<file path="config.mk">
export PLATFORM = sky130hd
export DESIGN_NAME = prim_skid_buf
export DESIGN_NICKNAME = d
export VERILOG_FILES = /design/src/rtl/prim_skid_buf.sv
export SDC_FILE = /design/constraint.sdc
export NUM_CORES = 1
export LEC_CHECK = 0
export BUFFER_PORTS_ARGS = -buffer_cell sky130_fd_sc_hd__buf_4
export CAP_MARGIN = 20
export CORE_ASPECT_RATIO = 0.6
export CORE_MARGIN = 2
export CORE_UTILIZATION = 52
export DETAILED_ROUTE_END_ITERATION = 12
export PLACE_DENSITY = 0.78
export SLEW_MARGIN = 20
export SYNTH_ARGS = -nofsm -noshare
export SYNTH_HDL_FRONTEND = slang
export SYNTH_SLANG_ARGS = --single-unit
</file>
<file path="constraint.sdc">
create_clock -name clk_i -period 2.15 [get_ports clk_i]
set_input_delay 0.3225 -clock clk_i [delete_from_list [all_inputs] [get_ports clk_i]]
set_output_delay 0.3225 -clock clk_i [all_outputs]
set_load 0.01 [all_outputs]
</file>
<file path="src/rtl/prim_skid_buf.sv">
// rtl/prim_skid_buf.sv - two-entry valid/ready skid buffer with fully registered outputs
// Optional synchronous flush port clr_i enabled by defining PRIM_SKID_BUF_CLR_EN.
module prim_skid_buf #(
  parameter int               Width      = 32,
  parameter logic [Width-1:0] ResetValue = '0
) (
  input  logic             clk_i,
  input  logic             rst_i,
  input  logic             valid_i,
  output logic             ready_o,
  input  logic [Width-1:0] data_i,
  output logic             valid_o,
  input  logic             ready_i,
  output logic [Width-1:0] data_o
`ifdef PRIM_SKID_BUF_CLR_EN
  ,
  input  logic             clr_i
`endif
);

  typedef enum logic [1:0] {
    StEmpty = 2'd0,
    StOne   = 2'd1,
    StTwo   = 2'd2
  } state_e;

  state_e           r_state;
  state_e           w_state_d;
  logic [Width-1:0] r_main;
  logic [Width-1:0] r_skid;
  logic [Width-1:0] w_main_d;
  logic             w_main_en;
  logic             w_skid_en;
  logic             w_push;
  logic             w_pop;
  logic             w_clr;

`ifdef PRIM_SKID_BUF_CLR_EN
  assign w_clr = clr_i;
`else
  assign w_clr = 1'b0;
`endif

  assign w_push = valid_i & ready_o;
  assign w_pop  = valid_o & ready_i;

  always_ff @(posedge clk_i or posedge rst_i) begin
    if (rst_i) begin
      r_state <= StEmpty;
    end else begin
      r_state <= w_state_d;
    end
  end

  always_comb begin
    w_state_d = r_state;
    w_main_en = 1'b0;
    w_main_d  = data_i;
    w_skid_en = 1'b0;
    case (r_state)
      StEmpty: begin
        if (w_push) begin
          w_state_d = StOne;
          w_main_en = 1'b1;
        end
      end
      StOne: begin
        if (w_push && !w_pop) begin
          w_state_d = StTwo;
          w_skid_en = 1'b1;
        end else if (w_push && w_pop) begin
          w_main_en = 1'b1;
        end else if (w_pop) begin
          w_state_d = StEmpty;
          w_main_en = 1'b1;
          w_main_d  = ResetValue;
        end
      end
      StTwo: begin
        // ready_o is low here, so only a pop can move the state
        if (w_pop) begin
          w_state_d = StOne;
          w_main_en = 1'b1;
          w_main_d  = r_skid;
        end
      end
      default: begin
        w_state_d = StEmpty;
        w_main_en = 1'b1;
        w_main_d  = ResetValue;
      end
    endcase
    if (w_clr) begin
      w_state_d = StEmpty;
      w_main_en = 1'b1;
      w_main_d  = ResetValue;
      w_skid_en = 1'b0;
    end
  end

  always_ff @(posedge clk_i or posedge rst_i) begin
    if (rst_i) begin
      r_main <= ResetValue;
      r_skid <= ResetValue;
    end else begin
      if (w_main_en) r_main <= w_main_d;
      if (w_skid_en) r_skid <= data_i;
    end
  end

  always_comb begin
    valid_o = (r_state != StEmpty);
    ready_o = (r_state != StTwo);
    data_o  = r_main;
  end

endmodule

</file>
# Word-level counts from Yosys, hierarchy flattened
# Cells that the tools add are included.
# op_classes
n_eq_ne	7
mux	18
bitwise	2
reduce_logical	6
# op_table
operator	count
32-bit two-way mux	4
32-bit case mux with 3 select lines	1
2-bit two-way mux	5
1-bit two-way mux	6
2-bit inequality test, second input constant	3
3-bit inequality test, second input constant	2
2-bit case mux with 3 select lines	1
4-bit AND reduction	1
1-bit case mux with 3 select lines	1
1-bit bitwise AND	2
2-bit by 1-bit == test with 1-bit output, second input constant	1
2-bit == test, second input constant	1
1-bit logical AND	2
2-bit zero test	1
2-bit nonzero test	1
1-bit zero test	1
# totals
regBits	66
in_bits	36
output_inout_bits	34
word_cells	36

# Depth between registers and ports, before layout
# Gate-level depths: netlist of the first run.
# depth
depth_word	6
depth_mapped	6
mapped_depth_nobuf	3

# Worst setup path after synthesis of the first run
# Ideal clock, no wire load.
# synth_timing
path_type	register to register
from	register r_state[1]
to	register r_skid[0]
setup_time_ns	0.125
arrival_time_ns	1.447
required_ns	2.025
path_slack_ns	0.578
path_stages_with_launch	6
synth_period_minus_slack_ns	1.572
path_cell_list	dfrtp_1 -> buf_4 -> nand2b_1 -> nor2_1 -> buf_2 -> mux2_2
# synth_between
elab_chain_cells	6
elab_cells_between_ends	9
# synth_lines
element	line	source
start, declared	27	state_e r_state;
start signal, assigned	49	r_state <= StEmpty;
start signal, assigned	51	r_state <= w_state_d;
2-bit nonzero test	112	valid_o = (r_state != StEmpty);
1-bit bitwise AND	45	assign w_pop = valid_o & ready_i;
1-bit zero test	68	if (w_push && !w_pop) begin
1-bit logical AND	68	
1-bit two-way mux	68	
1-bit two-way mux *	60	case (r_state)
end signal, assigned	104	r_skid <= ResetValue;
end signal, assigned	107	if (w_skid_en) r_skid <= data_i;
end, declared	30	logic [Width-1:0] r_skid;
# Mark *: on every way between the ends. The rest lies on a longest branch, timed or not.
# A chain may end at the register's enable or synchronous reset.

# Worst setup path after layout of the first run
# layout_timing
from	register r_state[1]
to	register r_main[31] (netlist: data_o[31])
# layout_between
elab_chain_cells	6
elab_cells_between_ends	20
# layout_lines
element	line	source
2-bit nonzero test / 2-bit inequality test (equally long branches)	112, 113	
1-bit bitwise AND (on tied branches)	45, 44	
32-bit two-way mux (tied with other cells)	73	end else if (w_pop) begin
32-bit two-way mux (tied with other cells)	71	end else if (w_push && w_pop) begin
32-bit two-way mux / 1-bit two-way mux (equally long branches)	68	
32-bit case mux with 3 select lines / 1-bit case mux with 3 select lines (equally long branches)	60	
end signal, assigned	103	r_main <= ResetValue;
end signal, assigned	106	if (w_main_en) r_main <= w_main_d;
end, declared	29	logic [Width-1:0] r_main;
# Parallel ways exist; a longest one is shown, timed or not.

==> results.md, run 1 <==
- Run status: finished clean
- R2r startpoint: r_state[1]
- Max-cap violations: 0
- Crit path required time: 2.41 ns
- Final Hold Viols: 0
- Crit-path slowest cell: nor2_2
- Max Clk Rate: 0.518 GHz
- Final Cycle Share: 89.9%
- Setup_tns: 0 ns
- Vias per std cell: 5.61
- Fraction of registers with async set/reset: 100%
- Buffer and inverter count on the worst path: 1
- First-pass detailed-route iteration total: 4
- WHS: 0.103 ns
- Fill cell count: 354
- Combinational Power Share: 25.6%
- LEAKAGE: 1.68 nW
- Fin util: 70.3%
- TritonCTS Buffers: 9
- Cell with the most instances after synthesis: dfrtp_1
- Overall global routing resource usage: 21.7%
- Avg WL per Cell: 16.9 um
- Tot Pwr: 3.90 mW
- Seq/Total Area, Yosys: 59.8%
- Boundary Pins: 70
- Post-synth EDFFs: 0
- Switching power: 1.08 mW
- Largest fanout on the critical path: 15
- Post_cts resized: 0
- Initial core utilization: 54.4%
- Synth Warn #: 0
- Remaining DRCs: 0
- Vias post-DR: 1934
- Die area: 5930 sq um
- Total Routed Length: 5840 um
- PwrDens: 1090 nW/um^2
- Worst-margin pin slew: 0.924 ns
- Mapped Area: 2760 sq um
- Yosys cell types: 27
- Sw Share: 27.6%
- Crit-path cells: nand2b_1 > nor2_2 > buf_4 > a221o_1
- Clk sinks: 66
- Seq pwr share: 47.7%
- Worst-Skew Late Latency: 0.33 ns
- Worst vdd ir: 0.562 mV
- Yosys top cell area share: 59.8%
- Critical path capture point type: flip-flop
- # hold bufs at CTS: 0
- Largest delay share family, worst path: simple AND/OR/NAND/NOR gates
- First-pass GRT wire length: 9680 um
- Post-DP HPWL: 4060 um
- Ys flop type: dfrtp_1
- WP data arrival: 2.19 ns
- Synthesis-stage register bit count: 66
- ANT cells: 0
- Setup Skew: 0.00610 ns
- Chip width: 98.1 um
- Initial antenna violation count: 0
- WS Path Type: flip-flop to flip-flop
- Mapped Avg Cell Area: 13.8 sq um
- Top cells by count, synth: 66 x dfrtp_1, 31 x mux2_2, 29 x a221o_1, 29 x and2_1, 7 x buf_2
- Dominant cell type by area after synthesis: dfrtp_1
- CTS Buffer Depth: 2
- Row count: 20
- Layout cells sized above 1: 45.9%
- Area contributors post-synth: dfrtp_1 60%, mux2_2 13%, a221o_1 11%
- Worst-path clk slew: 0.07 ns
- Power share of the clock group: 26.6%
- Unrepaired setup endpoints after global routing: false
- Clock root buffer: clkbuf_8
- Post-Synthesis Net Count: 237
- Detail Route Antenna Nets: 0
- Vias in the first global route: 1937
- Port bufs: 69
- Largest net degree at the start of global routing: 35
- Worst Hold Class: input port to asynchronous set/reset pin
- Initial DRC count: 102
- H-tree depth: 3
- Core footprint: 5080 sq um
- Layout area overhead: 29.3%
- Final Wtd Congestion: 0.796
- Chip height: 60.5 um
- Postcts setup bufs: 0
- Relative slew slack: 38.4%
- Beginning of the critical path: r_state[1]
- P_int: 2.82 mW
- # nets final: 310
- Grt total ovfl: 0
- Pins Over Slew Limit: 0
- Minimum clock period: 1.93 ns
- Final setup fails: 0
- Cells after synthesis: 201
- CP startpoint kind: flip-flop
- Slowest Stage Delay on Critical Path: 0.57 ns
- TritonCTS clock tree: built
==> worst paths after layout <==
path | to | slack (ns) | depth (start not counted)
worst max-delay path | data_o[31] | 0.22 | 4
worst min-delay path | r_skid[8] | 0.10 | 2
worst max register to register | data_o[31] | 0.22 | 4
worst min register to register | r_skid[27] | 0.49 | 1
max in group asynchronous | r_skid[15] | 1.37 | 3
min in group clk_i | data_o[29] | 0.23 | 2
==> logic make-up (layout without fill, tap and decap cells) <==
group	Yosys count	in the layout	share of synthesized area [%]
flip-flops	66	66	59.8
AND/OR/NAND/NOR	43	43	9.64
AO/OA/AOI/OAI	41	41	13.5
multiplexers	34	34	13.8
buffers and inverters	17	95	3.35
==> per-layer routing <==
| layer | vias up | track usage [%] | routed length [um] |
|---|---|---|---|
| met2 | 76 | 32.0 | 2610 |
| met4 | 0 | 8.13 | 42 |
| met3 | 6 | 8.87 | 479 |
| met5 | - | 0 | 0 |
| met1 | 962 | 29.4 | 2710 |
| li1 | 890 | - | - |
==> metrics by stage <==
step / cells / instance area, sq um / setup slack, ns
finish: 345 / 3570 / 0.218
floorplan: 201 / 2760 / 0.173
CTS: 345 / 3570 / 0.258
global placement: 329 / 3370 / 0.380
detailed placement: 329 / 3370 / 0.282
global route: 345 / 3570 / 0.143
==> worst reg2reg max path: stages (launching register included) <==
cell and delay, ns:
dfrtp_1 0.49, nand2b_1 0.28, nor2_2 0.57, buf_4 0.34
a221o_1 0.19
==> state kept, by name, indices dropped and copies added (netlist names) <==
register,cells
data_o,32
r_state,2
r_skid,32
==> placed cells by master, fill, tap and decap left out <==
cell,synthesis,layout
clkinvlp_4,0,2
nor2b_1,1,1
nor2_4,0,1
mux2i_1,2,2
and3b_1,3,3
nand2_1,2,2
buf_4,1,76
o2bb2ai_2,0,1
mux2_2,31,31
a221o_1,29,29
a31oi_1,2,2
mux2_1,1,1
a21oi_1,1,1
o21ai_0,2,2
clkbuf_1,4,1
bufinv_16,0,1
dfrtp_1,66,66
nor2_2,0,1
nand3_1,1,1
nand3b_1,1,1
clkinv_2,0,1
inv_2,0,1
buf_12,0,1
a311o_1,1,1
and2_1,29,29
or2_2,1,1
inv_1,2,1
nand2b_1,3,3
clkbuf_8,0,11
o22ai_1,3,3
a32oi_1,2,2
==> power groups by stage <==
stage          clock, mW  sequential, mW  combinational (mW)
3_5_place_dp           0            1.88                1.01
5_1_grt             1.13            1.91                1.09
2_1_floorplan          0            1.87               0.562
6_report            1.04            1.86                1.00
3_3_place_gp           0            1.86               0.975
4_1_cts             1.07            1.86                1.01
==> final cells by class <==
cell class / instances / area, sq um / area share, %
sequential: 66 / 1650 / 46.2
multi-input combinational: 118 / 1040 / 29.0
timing repair buffer: 77 / 591 / 16.5
clock buffer: 12 / 155 / 4.34
tap: 66 / 82.6 / 2.31
clock inverter: 4 / 50.0 / 1.40
inverter: 2 / 7.51 / 0.210
(Power assumes the default switching activity.)
==> inputs of run 2 (changes only) <==
--- a/config.mk
+++ b/config.mk
@@ -9,9 +9,9 @@
 export CAP_MARGIN = 20
 export CORE_ASPECT_RATIO = 0.6
 export CORE_MARGIN = 2
-export CORE_UTILIZATION = 52
+export CORE_UTILIZATION = 47
 export DETAILED_ROUTE_END_ITERATION = 12
-export PLACE_DENSITY = 0.78
+export PLACE_DENSITY = 0.75
 export SLEW_MARGIN = 20
 export SYNTH_ARGS = -nofsm -noshare
 export SYNTH_HDL_FRONTEND = slang
==> constraint.sdc (replaced) <==
create_clock -name clk_i -period 1.6 [get_ports clk_i]
set_input_delay 0.24 -clock clk_i [delete_from_list [all_inputs] [get_ports clk_i]]
set_output_delay 0.24 -clock clk_i [all_outputs]
set_load 0.01 [all_outputs]
==> results.md, run 2 (synthesized netlist as in run 1, its figures left out) <==
- Run status: finished clean (unchanged)
- ANT cells: 0 (unchanged)
- TritonCTS clock tree: built (unchanged)
- Clock root buffer: clkbuf_8 (unchanged)
- Final Cycle Share: 95.8% (was 89.9%)
- Beginning of the critical path: r_state[1] (unchanged)
- Commonest non-fill, non-tap cells in the layout: 78 x buf_4, 65 x dfrtp_1, 31 x mux2_2 (was 76 x buf_4, 66 x dfrtp_1, 31 x mux2_2)
- Total Routed Length: 5720 um (was 5840 um)
- H-tree depth: 3 (unchanged)
- Initial antenna violation count: 0 (unchanged)
- First-pass GRT wire length: 9400 um (was 9680 um)
- Most common cell after layout, fill and taps aside: buf_4 (unchanged)
- PwrDens: 1480 nW/um^2 (was 1090 nW/um^2)
- Worst-Skew Late Latency: 0.34 ns (was 0.33 ns)
- Max Clk Rate: 0.653 GHz (was 0.518 GHz)
- CTS Buffer Depth: 2 (unchanged)
- Crit-path cells: buf_4 > mux2i_1 > o2bb2ai_2 > buf_4 > a221o_1 (was nand2b_1 > nor2_2 > buf_4 > a221o_1)
- Slowest Stage Delay on Critical Path: 0.41 ns (was 0.57 ns)
- Layout cells sized above 1: 47.7% (was 45.9%)
- Grt total ovfl: 0 (unchanged)
- Largest fanout on the critical path: 15 (unchanged)
- Layout area overhead: 34.4% (was 29.3%)
- Core footprint: 5620 sq um (was 5080 sq um)
- Pins Over Slew Limit: 0 (unchanged)
- Final Hold Viols: 0 (unchanged)
- Hold Path Origin: data_i[10]
- Storage element area: 1650 sq um (about the same)
- Critical path capture point type: flip-flop (unchanged)
- Initial DRC count: 67 (was 102)
- CP startpoint kind: flip-flop (unchanged)
- Boundary Pins: 70 (unchanged)
- Vias post-DR: 1899 (was 1934)
- Avg WL per Cell: 15.7 um (was 16.9 um)
- Crit-path slowest cell: dfrtp_1 (was nor2_2)
- Remaining DRCs: 0 (unchanged)
- # nets final: 316 (was 310)
- Worst Hold Class: input port to flip-flop (was input port to asynchronous set/reset pin)
- Buffer and inverter count on the worst path: 2 (was 1)
- Post-DP HPWL: 3870 um (was 4060 um)
- Area of the multi-input gates: 1050 sq um (was 1040 sq um)
- Chip height: 63.4 um (was 60.5 um)
- Vias per std cell: 5.20 (was 5.61)
- Die area: 6530 sq um (was 5930 sq um)
- Non-filler cells, final: 365 (was 345)
- Row count: 21 (was 20)
- LEAKAGE: 1.74 nW (was 1.68 nW)
- Largest net degree at the start of global routing: 67 (was 35)
- Placed Instances: 346 (was 329)
- Worst-path clk slew: 0.07 ns (about the same)
- Worst vdd ir: 0.801 mV (was 0.562 mV)
- First-pass detailed-route iteration total: 4 (unchanged)
- WP data arrival: 1.76 ns (was 2.19 ns)
- Largest delay share family, worst path: compound AO/OA/AOI/OAI gates (was simple AND/OR/NAND/NOR gates)
- Chip width: 103 um (was 98.1 um)
- Fill cell count: 433 (was 354)
- Vias in the first global route: 1879 (was 1937)
- TritonCTS Buffers: 9 (unchanged)
- WS Path Type: flip-flop to flip-flop (unchanged)
- Final Wtd Congestion: 0.752 (was 0.796)
- Unrepaired setup endpoints after global routing: false (unchanged)
- Setup Skew: 0.00611 ns (was 0.00610 ns)
- Final setup fails: 0 (unchanged)
- Detail Route Antenna Nets: 0 (unchanged)
- Port bufs: 69 (unchanged)
- Initial core utilization: 49.2% (was 54.4%)
- Worst-margin pin slew: 0.349 ns (was 0.924 ns)
- Tot Pwr: 5.49 mW (was 3.90 mW)
- Crit path required time: 1.82 ns (was 2.41 ns)
- Relative slew slack: 76.8% (was 38.4%)
- Overall global routing resource usage: 19.3% (was 21.7%)
- Setup_tns: 0 ns (unchanged)
- Critical path's most frequent cell: buf_4
- Minimum clock period: 1.53 ns (was 1.93 ns)
- Clk sinks: 66 (unchanged)
- R2r startpoint: r_state[1] (unchanged)
- Max-cap violations: 0 (unchanged)
run 2: per-stage QoR:
stage	hold slack (ns)	area (sq um)	utilization (%)	setup slack, ns
floorplan	0.375	2770	-	0.0283
global route	0.112	3710	66.0	0.0183
global placement	0.362	3440	61.1	0.0533
detailed placement	0.365	3440	61.1	0.0176
CTS	0.111	3700	65.9	0.00529
finish	0.129	3710	66.0	0.0679
run 2: power breakdown:
part / internal, mW / total, mW / leakage, nW / switching, mW
logic: 0.829 / 1.39 / 0.807 / 0.559
clock network: 0.970 / 1.62 / 0.116 / 0.647
registers: 2.20 / 2.49 / 0.813 / 0.284
total: 4.00 / 5.49 / 1.74 / 1.49
run 2: cell type report:
cell class	count	area share (%)
sequential	66	44.5
multi-input combinational	118	28.2
timing repair buffer	83	18.0
clock buffer	11	4.08
tap	80	2.70
clock inverter	5	2.29
inverter	2	0.303
run 2: worst paths after layout:
check / endpoint / slack (ns) / cells past startpoint
max in group asynchronous: r_state[0] / 0.77 / 4
worst max-delay path: data_o[30] / 0.07 / 5
worst min-delay path: data_o[10] / 0.13 / 2
min in group asynchronous: data_o[20] / 0.53 / 4
worst min register to register: r_skid[28] / 0.50 / 1
worst max register to register: data_o[30] / 0.07 / 5
run 2: layer usage:
layer  vias up  GRT usage [%]  share of wire, %
met5         -              0                 0
met4         0           5.92              0.80
met3         6           7.21               6.3
met2        58           26.0                41
met1       920           28.8                52
li1        915              -                 -
run 2: timing repair:
action | 4_1_cts | 5_1_grt
setup buffers | 2 | 0
endpoints found under the setup margin | 5 | 36
hold buffers | 1 | 0
gates resized for setup | 2 | 3
hold endpoints to repair | 66 | 0
==> inputs of run 3 (changes only) <==
--- a/config.mk
+++ b/config.mk
@@ -11,6 +11,7 @@
 export CORE_MARGIN = 2
 export CORE_UTILIZATION = 47
 export DETAILED_ROUTE_END_ITERATION = 12
+export HOLD_SLACK_MARGIN = 0.02
 export PLACE_DENSITY = 0.75
 export SLEW_MARGIN = 20
 export SYNTH_ARGS = -nofsm -noshare
==> constraint.sdc (replaced) <==
create_clock -name clk_i -period 1.6 [get_ports clk_i]
set_input_delay 0 -clock clk_i [delete_from_list [all_inputs] [get_ports clk_i]]
set_output_delay 0 -clock clk_i [all_outputs]
set_load 0.01 [all_outputs]
==> results.md, run 3 (synthesized netlist as in run 1, its figures left out) <==
- Run status: finished clean (unchanged)
- Die area: 6530 sq um (unchanged)
- Setup Skew: 0.00368 ns (was 0.00611 ns)
- Largest net degree at the start of global routing: 42 (was 67)
- Core footprint: 5620 sq um (unchanged)
- WP data arrival: 1.75 ns (was 1.76 ns)
- Chip width: 103 um (unchanged)
- Boundary Pins: 70 (unchanged)
- Buffer and inverter count on the worst path: 1 (was 2)
- TritonCTS Buffers: 9 (unchanged)
- Remaining DRCs: 0 (unchanged)
- P_int: 3.82 mW (was 4.00 mW)
- Seq pwr share: 47.1% (was 45.3%)
- Power share of the clock group: 25.5% (was 29.5%)
- Pins Over Slew Limit: 0 (unchanged)
- Fin area: 3980 sq um (was 3710 sq um)
- Final Cycle Share: 95.6% (was 95.8%)
- Final setup fails: 0 (unchanged)
- Grt total ovfl: 0 (unchanged)
- Worst-margin pin slew: 0.522 ns (was 0.349 ns)
- Max-cap violations: 0 (unchanged)
- Vias in the first global route: 2088 (was 1879)
- Slowest Stage Delay on Critical Path: 0.43 ns (was 0.41 ns)
- Layout cells sized above 1: 42.4% (was 47.7%)
- Most common cell after layout, fill and taps aside: buf_4 (unchanged)
- Critical path capture point type: flip-flop (unchanged)
- Initial core utilization: 49.2% (unchanged)
- Row count: 21 (unchanged)
- Switching power: 1.47 mW (was 1.49 mW)
- First-pass GRT wire length: 10200 um (was 9400 um)
- Worst Hold Class: input port to asynchronous set/reset pin (was input port to flip-flop)
- # nets final: 348 (was 316)
- CTS Buffer Depth: 2 (unchanged)
- Vias per std cell: 5.19 (was 5.20)
- WHS: 0.299 ns (was 0.129 ns)
- Final Wtd Congestion: 0.803 (was 0.752)
- Clk sinks: 66 (unchanged)
- Total Routed Length: 6340 um (was 5720 um)
- Worst-path clk slew: 0.07 ns (about the same)
- First-pass detailed-route iteration total: 4 (unchanged)
- Worst vdd ir: 0.756 mV (was 0.801 mV)
- CP startpoint kind: flip-flop (unchanged)
- Chip height: 63.4 um (unchanged)
- Reg2Reg Setup Slack: 0.07 ns (about the same)
- Vias post-DR: 2054 (was 1899)
- Max Clk Rate: 0.654 GHz (was 0.653 GHz)
- Avg WL per Cell: 16.0 um (was 15.7 um)
- PwrDens: 1330 nW/um^2 (was 1480 nW/um^2)
- Minimum clock period: 1.53 ns (about the same)
- Initial antenna violation count: 0 (unchanged)
- H-tree depth: 3 (unchanged)
- Crit-path slowest cell: dfrtp_1 (unchanged)
- Largest fanout on the critical path: 27 (was 15)
- Clock root buffer: clkbuf_8 (unchanged)
- Sw Share: 27.8% (was 27.1%)
- Setup_tns: 0 ns (unchanged)
- Unrepaired setup endpoints after global routing: false (unchanged)
- Overall global routing resource usage: 21.1% (was 19.3%)
- WS Path Type: flip-flop to flip-flop (unchanged)
- Commonest non-fill, non-tap cells in the layout: 78 x buf_4, 65 x dfrtp_1, 35 x dlygate4sd3_1 (was 78 x buf_4, 65 x dfrtp_1, 31 x mux2_2)
- Post-DP HPWL: 3940 um (was 3870 um)
- Detail Route Antenna Nets: 0 (unchanged)
- Final Hold Viols: 0 (unchanged)
- Crit-path cells: nand2b_1 > nor2_4 > buf_12 > mux2_2 (was buf_4 > mux2i_1 > o2bb2ai_2 > buf_4 > a221o_1)
- Relative slew slack: 65.2% (was 76.8%)
- Largest delay share family, worst path: flip-flops (was compound AO/OA/AOI/OAI gates)
- ANT cells: 0 (unchanged)
- Initial DRC count: 91 (was 67)
- LEAKAGE: 1.84 nW (was 1.74 nW)
- TritonCTS clock tree: built (unchanged)
- Port bufs: 69 (unchanged)
- Combinational Power Share: 27.4% (was 25.3%)
- Crit path required time: 1.82 ns (about the same)
- Worst-Skew Late Latency: 0.34 ns (about the same)
- Tot Pwr: 5.28 mW (was 5.49 mW)
- Placed Area: 3420 sq um (was 3440 sq um)
- Layout area overhead: 44.0% (was 34.4%)
==> run 3: worst paths after layout <==
kind,startpoint,to,cells after the start
worst min register to register,r_skid[27],r_skid[27],1
min in group clk_i,data_i[4],data_o[4],3
max in group asynchronous,rst_i,r_state[0],4
worst min-delay path,rst_i,data_o[13],4
worst max-delay path,r_state[1],r_skid[18],4
worst max register to register,r_state[1],r_skid[18],4
==> run 3: worst min-delay path: stages <==
cell and delay (ns):
dlygate4sd3_1 0.54, buf_4 0.14, clkinvlp_4 0.06, buf_4 0.30
==> run 3: timing repair <==
| action | CTS | global route |
|---|---|---|
| hold buffers | 35 | 0 |
| cloned | 0 | 0 |
| resized for setup | 1 | 3 |
| buffers inserted | 0 | 0 |
| hold endpoints to repair | 130 | 0 |
| endpoints found under the setup margin | 8 | 56 |
==> run 3: layout make-up <==
type,instances,area [sq um]
clock buffer,10,138
clock inverter,5,55.1
fill,415,1640
inverter,2,11.3
multi-input combinational,118,1050
sequential,66,1650
tap,80,100
timing repair buffer,115,976
==> run 3: stage by stage <==
step	worst slack, ns	utilization, %	std cells
2_1_floorplan	0.0283	-	201
4_1_cts	0.0449	70.6	396
6_report	0.0698	70.8	396
5_1_grt	0.000150	70.8	396
3_3_place_gp	0.0522	60.9	346
3_5_place_dp	-0.00602	60.9	346
==> run 3: routing by layer <==
| layer | up-vias | routed length (um) | global-route usage [%] |
|---|---|---|---|
| met5 | - | 0 | 0 |
| met4 | 0 | 64 | 6.41 |
| met3 | 6 | 293 | 6.66 |
| met2 | 60 | 2920 | 32.2 |
| met1 | 1015 | 3060 | 28.9 |
| li1 | 973 | - | - |
==> run 3: power by group through the flow <==
stage	logic (mW)	clock network (mW)	registers, mW
finish	1.45	1.35	2.49
global route	1.57	1.47	2.55
CTS	1.46	1.40	2.48
detailed placement	1.38	0	2.51
global placement	1.34	0	2.49
floorplan	0.756	0	2.51
